==> src/rtl/wb_cmd_master.sv <==
// wb_cmd_master: Wishbone initiator driving the register/FIFO slave fabric.
// Commands of 1..2**LEN_WIDTH beats arrive on a valid/ready port; write data
// streams in and read data streams out. Every beat is a separate, unpipelined
// CYC/STB window. An ACK timeout aborts the rest of the command.
module wb_cmd_master #(
   parameter int unsigned         ADRWIDTH  = 17,
   parameter int unsigned         DATAWIDTH = 32,
   parameter int unsigned         LEN_WIDTH = 4,
   parameter int unsigned         TO_WIDTH  = 8,
   parameter logic [TO_WIDTH-1:0] TO_CYCLES = 8'd255
) (
   input  logic                   WB_CLK,
   input  logic                   WB_RST,
   input  logic                   cmd_valid_i,
   output logic                   cmd_ready_o,
   input  logic [ADRWIDTH-1:0]    cmd_adr_i,
   input  logic                   cmd_we_i,
   input  logic                   cmd_inc_i,
   input  logic [LEN_WIDTH-1:0]   cmd_len_i,
   input  logic [DATAWIDTH/8-1:0] cmd_byte_stb_i,
   input  logic                   wdat_valid_i,
   output logic                   wdat_ready_o,
   input  logic [DATAWIDTH-1:0]   wdat_i,
   output logic                   rdat_valid_o,
   input  logic                   rdat_ready_i,
   output logic [DATAWIDTH-1:0]   rdat_o,
   output logic                   done_o,
   output logic                   err_o,
   output logic [ADRWIDTH-1:0]    WBs_ADR,
   output logic                   WBs_CYC,
   output logic                   WBs_STB,
   output logic                   WBs_WE,
   output logic                   WBs_RD,
   output logic [DATAWIDTH/8-1:0] WBs_BYTE_STB,
   output logic [DATAWIDTH-1:0]   WBs_WR_DAT,
   input  logic [DATAWIDTH-1:0]   WBs_RD_DAT,
   input  logic                   WBs_ACK
);

   localparam logic [TO_WIDTH-1:0] TO_LAST  = TO_CYCLES - TO_WIDTH'(1);
   localparam logic [ADRWIDTH-1:0] ADR_MASK = ~ADRWIDTH'(3);
   localparam logic [ADRWIDTH-1:0] ADR_STEP = ADRWIDTH'(4);

   typedef enum logic [2:0] {IDLE, FETCH, BUS, HOLD, NEXT, DONE} state_t;

   state_t                 state, state_nxt;
   logic [LEN_WIDTH-1:0]   beat_cnt, beat_cnt_nxt;
   logic                   we_q, we_nxt;
   logic                   inc_q, inc_nxt;
   logic [TO_WIDTH-1:0]    to_cnt, to_cnt_nxt;
   logic                   err_q, err_nxt;
   logic [ADRWIDTH-1:0]    adr_nxt;
   logic [DATAWIDTH/8-1:0] stb_nxt;
   logic [DATAWIDTH-1:0]   wr_dat_nxt;
   logic [DATAWIDTH-1:0]   rdat_nxt;

   // Next-state and datapath updates; handshake outputs are decoded from the
   // next state so that every port comes straight from a flop.
   always_comb begin
      state_nxt    = state;
      beat_cnt_nxt = beat_cnt;
      we_nxt       = we_q;
      inc_nxt      = inc_q;
      to_cnt_nxt   = to_cnt;
      err_nxt      = err_q;
      adr_nxt      = WBs_ADR;
      stb_nxt      = WBs_BYTE_STB;
      wr_dat_nxt   = WBs_WR_DAT;
      rdat_nxt     = rdat_o;
      case (state)
         IDLE: begin
            if (cmd_valid_i && cmd_ready_o) begin
               adr_nxt      = cmd_adr_i & ADR_MASK;
               we_nxt       = cmd_we_i;
               inc_nxt      = cmd_inc_i;
               stb_nxt      = cmd_byte_stb_i;
               beat_cnt_nxt = cmd_len_i;
               to_cnt_nxt   = '0;
               state_nxt    = cmd_we_i ? FETCH : BUS;
            end
         end
         FETCH: begin
            if (wdat_valid_i && wdat_ready_o) begin
               wr_dat_nxt = wdat_i;
               to_cnt_nxt = '0;
               state_nxt  = BUS;
            end
         end
         BUS: begin
            if (WBs_ACK) begin
               if (!we_q) begin
                  rdat_nxt  = WBs_RD_DAT;
                  state_nxt = HOLD;
               end else begin
                  state_nxt = NEXT;
               end
            end else if (to_cnt == TO_LAST) begin
               err_nxt   = 1'b1;
               state_nxt = DONE;
            end else begin
               to_cnt_nxt = to_cnt + TO_WIDTH'(1);
            end
         end
         HOLD: begin
            if (rdat_ready_i) state_nxt = NEXT;
         end
         NEXT: begin
            if (beat_cnt == '0) begin
               state_nxt = DONE;
            end else begin
               beat_cnt_nxt = beat_cnt - LEN_WIDTH'(1);
               if (inc_q) adr_nxt = WBs_ADR + ADR_STEP;
               to_cnt_nxt = '0;
               state_nxt  = we_q ? FETCH : BUS;
            end
         end
         DONE: begin
            err_nxt   = 1'b0;
            state_nxt = IDLE;
         end
         default: state_nxt = IDLE;
      endcase
   end

   // State, datapath and output registers with synchronous reset.
   always_ff @(posedge WB_CLK) begin
      if (WB_RST) begin
         state        <= IDLE;
         beat_cnt     <= '0;
         we_q         <= 1'b0;
         inc_q        <= 1'b0;
         to_cnt       <= '0;
         err_q        <= 1'b0;
         cmd_ready_o  <= 1'b1;
         wdat_ready_o <= 1'b0;
         rdat_valid_o <= 1'b0;
         rdat_o       <= '0;
         done_o       <= 1'b0;
         err_o        <= 1'b0;
         WBs_ADR      <= '0;
         WBs_CYC      <= 1'b0;
         WBs_STB      <= 1'b0;
         WBs_WE       <= 1'b0;
         WBs_RD       <= 1'b0;
         WBs_BYTE_STB <= '0;
         WBs_WR_DAT   <= '0;
      end else begin
         state        <= state_nxt;
         beat_cnt     <= beat_cnt_nxt;
         we_q         <= we_nxt;
         inc_q        <= inc_nxt;
         to_cnt       <= to_cnt_nxt;
         err_q        <= err_nxt;
         cmd_ready_o  <= (state_nxt == IDLE);
         wdat_ready_o <= (state_nxt == FETCH);
         rdat_valid_o <= (state_nxt == HOLD);
         rdat_o       <= rdat_nxt;
         done_o       <= (state_nxt == DONE);
         err_o        <= (state_nxt == DONE) && err_nxt;
         WBs_ADR      <= adr_nxt;
         WBs_CYC      <= (state_nxt == BUS);
         WBs_STB      <= (state_nxt == BUS);
         WBs_WE       <= (state_nxt == BUS) && we_nxt;
         WBs_RD       <= (state_nxt == BUS) && !we_nxt;
         WBs_BYTE_STB <= stb_nxt;
         WBs_WR_DAT   <= wr_dat_nxt;
      end
   end

endmodule

==> config.mk <==
export PLATFORM = sky130hd
export DESIGN_NAME = wb_cmd_master
export DESIGN_NICKNAME = d
export VERILOG_FILES = /design/src/rtl/wb_cmd_master.sv
export SDC_FILE = /design/constraint.sdc
export NUM_CORES = 1
export LEC_CHECK = 0
export CORE_MARGIN = 2
export CORE_UTILIZATION = 47
export CTS_CLUSTER_DIAMETER = 30
export DETAILED_ROUTE_END_ITERATION = 10
export PLACE_DENSITY = 0.89
export SLEW_MARGIN = 20
export SYNTH_ARGS = -nofsm -noshare
export SYNTH_HDL_FRONTEND = slang
export SYNTH_SLANG_ARGS = --single-unit
==> constraint.sdc <==
create_clock -name WB_CLK -period 3.8 [get_ports WB_CLK]
set_input_delay 0.76 -clock WB_CLK [delete_from_list [all_inputs] [get_ports WB_CLK]]
set_output_delay 0.76 -clock WB_CLK [all_outputs]
set_load 0.05 [all_outputs]
Word level (Yosys, flattened, before mapping)
Cells that the tools add are included.

word-level totals
  output and inout port bits = 94
  bits in registers = 111
  word-level logic and storage cells = 83

cells by class
  reduce and logical (&&, ||, !) cells = 17
  equal/unequal tests = 16
  bitwise logic cells = 1
  add/sub/neg operators = 3
  mux-type cells = 28

operator list
  cell                     number
  $mux W17                 3
  $mux W8                  5
  $pmux W17 S2             1
  $pmux W8 S4              1
  $mux W3                  7
  $add A17 B3 Y17 const B  1
  $pmux W3 S5              1
  $eq A3 B2 Y1 const B     4
  $ne A2 B2 Y1 const B     6
  $eq A3 B3 Y1 const B     3
  $add A8 B1 Y8 const B    1
  $eq A8 B8 Y1 const B     1
  $mux W4                  2
  $pmux W4 S2              1
  $eq A3 B1 Y1 const B     2
  $logic_not A3 Y1         2
  $reduce_and A3 Y1        2
  $reduce_and A6 Y1        1
  $logic_and A1 B1 Y1      5
  $logic_not A4 Y1         1
  $mux W1                  4
  $mux W2                  2
  $reduce_and A2 Y1        2
  $reduce_and A4 Y1        1
  other kinds (6)          6

Logic depth before layout (Yosys ltp)
  depth after elaboration = 6
  depth in mapped cells = 9
  depth with buffers taken out = 7

Least setup slack after synthesis
Ideal clock, no wire load.

  path kind = reg-to-reg
  start = reg WBs_ADR[6]
  end = reg WBs_ADR[15]
  setup slack = 1.755 ns
  library setup time = 0.103 ns
  cell stages (with the launch flop) = 6
  required time = 3.697 ns
  arrival time = 1.941 ns
  cell sequence = dfxtp_1 > nand2_1 > or3_1 > nor3_1 > a311oi_1 > a2111oi_2

between the ends
  word-level cells in the longest chain between the ends = 4

RTL lines
  item                    RTL line  text
  from (decl)             29        output logic [ADRWIDTH-1:0] WBs_ADR,
  from (signal assigned)  160       WBs_ADR <= adr_nxt;
  $add A17 B3 Y17         112       if (inc_q) adr_nxt = WBs_ADR + ADR_STEP;
  $mux W17                112
  $mux W17                108       if (beat_cnt == '0) begin
  $pmux W17 S2            70        case (state)

Every way passes these cells. The select of a mux whose other input is x is not followed.
A chain may end at the register's enable or synchronous reset.

Final worst setup path
  start = reg state[2]
  end = reg WBs_RD

between the ends
  word-level cells in the longest chain between the ends = 5
  elaborated cells between the ends (all ways) = 15

RTL lines
  item                    RTL line  text
  from (decl)             46        state_t state, state_nxt;
  from (signal assigned)  148       state <= state_nxt;
  $mux W3                 97        end else if (to_cnt == TO_LAST) begin
  $mux W3                 90        if (WBs_ACK) begin
  $pmux W3 S5             70
  $eq A3 B2 Y1            164       WBs_RD <= (state_nxt == BUS) && !we_nxt;
  $logic_and A1 B1 Y1 *   164
  to (signal assigned)    164
  to (decl)               33        output logic WBs_RD,

Mark *: on every way between the ends. The rest lies on a longest branch, timed or not.

==> results.md <==
* Synth top area cells: dfxtp_1 (47%), nand2_1 (12%), a21oi_1 (10%)
* First-pass GRT wire length at 21,430 um
* Final #Nets at 846
* Seq pwr share at 0.447
* Cells after DPL at 867
* Vias in the first global route at 4,541
* Post-cts hold buffer count at 0
* Minimum clock period at 2.580 ns
* Synth top area share at 0.4671
* GRT overflow at 0
* Crit path kind: flip-flop to flip-flop
* CTS tree: yes
* Post-route ant nets at 0
* Die Span X at 103.7 um
* Drt pass-1 iters at 4
* Critical Path Slowest Stage Cell: or3b_1
* Num ports at 191
* Core footprint at 9729 sq um
* Status: complete, no violations
* WL/cell at 14.67 um
* Worst path max stage delay at 0.81 ns
* Clock Path Buffers at 2
* Post-CTS setup buffer count at 0
* Element type at the critical path start: flip-flop
* Post-DP HPWL at 9268 um
* Clk root buf: clkbuf_8
* Vias post-DR at 4,731
* DP Worst Slack at 1.043 ns
* Switching power at 1.135 mW
* Latest clock arrival within the worst-skew pair at 0.36 ns
* Worst vdd ir at 0.2476 mV
* Number of synthesized flops with an enable pin at 0
* Mapped Cells at 582
* DP Area at 6551 sq um
* Ant diodes at 0
* Clock-pin transition on the worst setup and hold timing paths at 0.10 ns
* Ys flop type: dfxtp_1
* Total GRT Usage at 0.2381
* Fin area at 6728 sq um
* Final WL at 12,960 um
* Hold Fails Final Rpt at 0
* Worst min path class: flip-flop to flip-flop
* Initial antenna violation count at 0
* Post-synth cell types at 58
* Post-synthesis sequential area ratio at 0.4671
* Fin worst setup slack at 1.220 ns
* Area leader, netlist: dfxtp_1
* Hold WS at 0.4573 ns
* Hold depth at 2
* Final worst path period share at 0.6788
* Syn_area_per_cell at 8.027 sq um
* Resized Gates After CTS at 0
* Synth async-reset ratio at 0
* Post-Syn Area at 4672 sq um
* Final std cells w/o fill at 883
* Cells along the critical path: or3b_1, o32ai_1, o41ai_2, nor3b_1
* Worst clock skew at 0.01063 ns
* Slew HR at 0.2780
* Power per standard cell area at 447.3 nW/um^2
* Rows at 36
* Worst hold endpoint: WBs_WR_DAT[31]
* Number of vias per cell at 5.358
* Port Buffer Count at 186
* Power share of the combinational group at 0.341
* DRC violations left at 0
* GPL Wtd Cong at 0.8418
* F_max at 387.7 MHz
* Hold path start: WBs_WR_DAT[31]
* DRT iter0 DRCs at 283
* RSZ-0062 raised after global routing: no
* Clock power share at 0.212
* Die Y at 103.7 um
* Power consumption at 3.009 mW
* Setup TNS at 0 ns
* Largest net degree at the start of global routing at 63
* Initial Util at 0.4802
* Layout cells sized above 1 at 0.05867
* Int Pwr at 1.875 mW
* FF-to-FF End: WBs_RD
* # H-tree levels at 3
* Critical path required time at 4.09 ns
* Switch share at 0.3770
* CP arrival at 2.87 ns
* Final core utilization at 0.6915
* Die area at 10,750 sq um
* Final Max Tran Viols at 0
* Total clock sinks at 109
* Pleak at 2.282 nW
* Yosys reg bits at 109
* FF-to-FF Start: state[2]
* Crit Path Max Fanout at 30
* Area Overhead vs Synth at 44.00%
* Count of final setup violators at 0
* Synthesis warning total at 0
* R2R setup slack at 1.22 ns
* Register-to-Register Path Depth at 4
* TritonCTS buffer count at 9
* Max-Cap Viols at 0
* Endpoint type of the worst setup path: flip-flop
* Slew of the pin with the lowest slew margin at 1.083 ns
## power groups by stage
| stage | registers [mW] | clock network, mW | logic, mW |
|---|---|---|---|
| 2_1_floorplan | 1.61 | 0 | 0.431 |
| 3_3_place_gp | 1.36 | 0 | 0.998 |
| 3_5_place_dp | 1.37 | 0 | 1.02 |
| 4_1_cts | 1.34 | 0.658 | 1.03 |
| 5_1_grt | 1.36 | 0.704 | 1.10 |
| 6_report | 1.34 | 0.639 | 1.03 |
## worst max-delay path, delay by kind of cell, from the launching register on
kind             cells  cell delay [ns]
AND/OR/NAND/NOR      2             1.02
AO/OA/AOI/OAI        2             0.78
flip-flops           1             0.70
## cell usage in the layout, fill, tap and decap left out, types with 5 or more instances in the layout
master and n:
nand2_1 151, nand2b_1 6, nand3_1 8, o21ai_0 17, clkdlybuf4s50_1 185, nor3_1 10
nor2_1 34, dfxtp_1 109, clkbuf_8 9, a21oi_1 95, and3_1 5, inv_1 9
buf_4 5, a211oi_1 8
## sequential cells by signal, summed over array words and instances, names as in the netlist, 3 cells and up
name and cells:
to_cnt 8, beat_cnt 4, rdat_o 32, WBs_BYTE_STB 4, WBs_ADR 15, state 3, WBs_WR_DAT 32
## cells in the mapped netlist (3+ instances only)
master,instances
nor2b_1,3
a311oi_1,3
o21ai_0,17
nand2_1,151
and3_1,5
a21o_1,3
o22ai_1,4
a211oi_1,8
buf_2,7
nand3b_1,3
or3b_1,3
nor4_2,3
nand4_1,4
nand2b_1,6
nor3_1,10
inv_1,9
nor3b_1,4
mux2i_1,4
dfxtp_1,109
nand3_1,8
or3_1,4
a21oi_1,95
buf_4,8
clkbuf_1,22
nor2_1,34
and2_1,3
ha_1,4
a31oi_1,4
## cell families after synthesis
group,synth area share
buf+inv,0.04927
fa+ha+maj,0.01071
compound gates,0.2038
simple gates,0.2598
mux,0.008570
flops,0.4671
other cells,0.0008027
## final cells by class
| cell class | instances | area [sq um] |
|---|---|---|
| Fill cell | 796 | 3002 |
| Multi-Input combinational cell | 425 | 2276 |
| Sequential cell | 109 | 2182 |
| Timing Repair Buffer | 190 | 1889 |
| Tap cell | 133 | 166.4 |
| Clock buffer | 9 | 123.9 |
| Clock inverter | 7 | 52.55 |
| Inverter | 10 | 37.54 |
## metal layers
metal,vias to the layer above,track usage,routed length (um)
met5,-,0,0
met4,0,0.07432,133
met3,12,0.07363,1034
met2,162,0.4149,6320
met1,2226,0.2808,5466
li1,2331,-,-
## worst max-delay path by stage
stage / from / to / slack (ns) / cells after the start
6_report: state[2] / WBs_RD / 1.22 / 4
3_3_place_gp: cmd_valid_i / WBs_ADR[16] / 1.09 / 6
3_5_place_dp: cmd_valid_i / WBs_ADR[15] / 1.04 / 6
4_1_cts: state[2] / WBs_RD / 1.26 / 4
2_1_floorplan: WBs_ADR[6] / WBs_ADR[15] / 1.76 / 5
5_1_grt: state[2] / WBs_WE / 1.03 / 4
(Power assumes the default switching activity.)
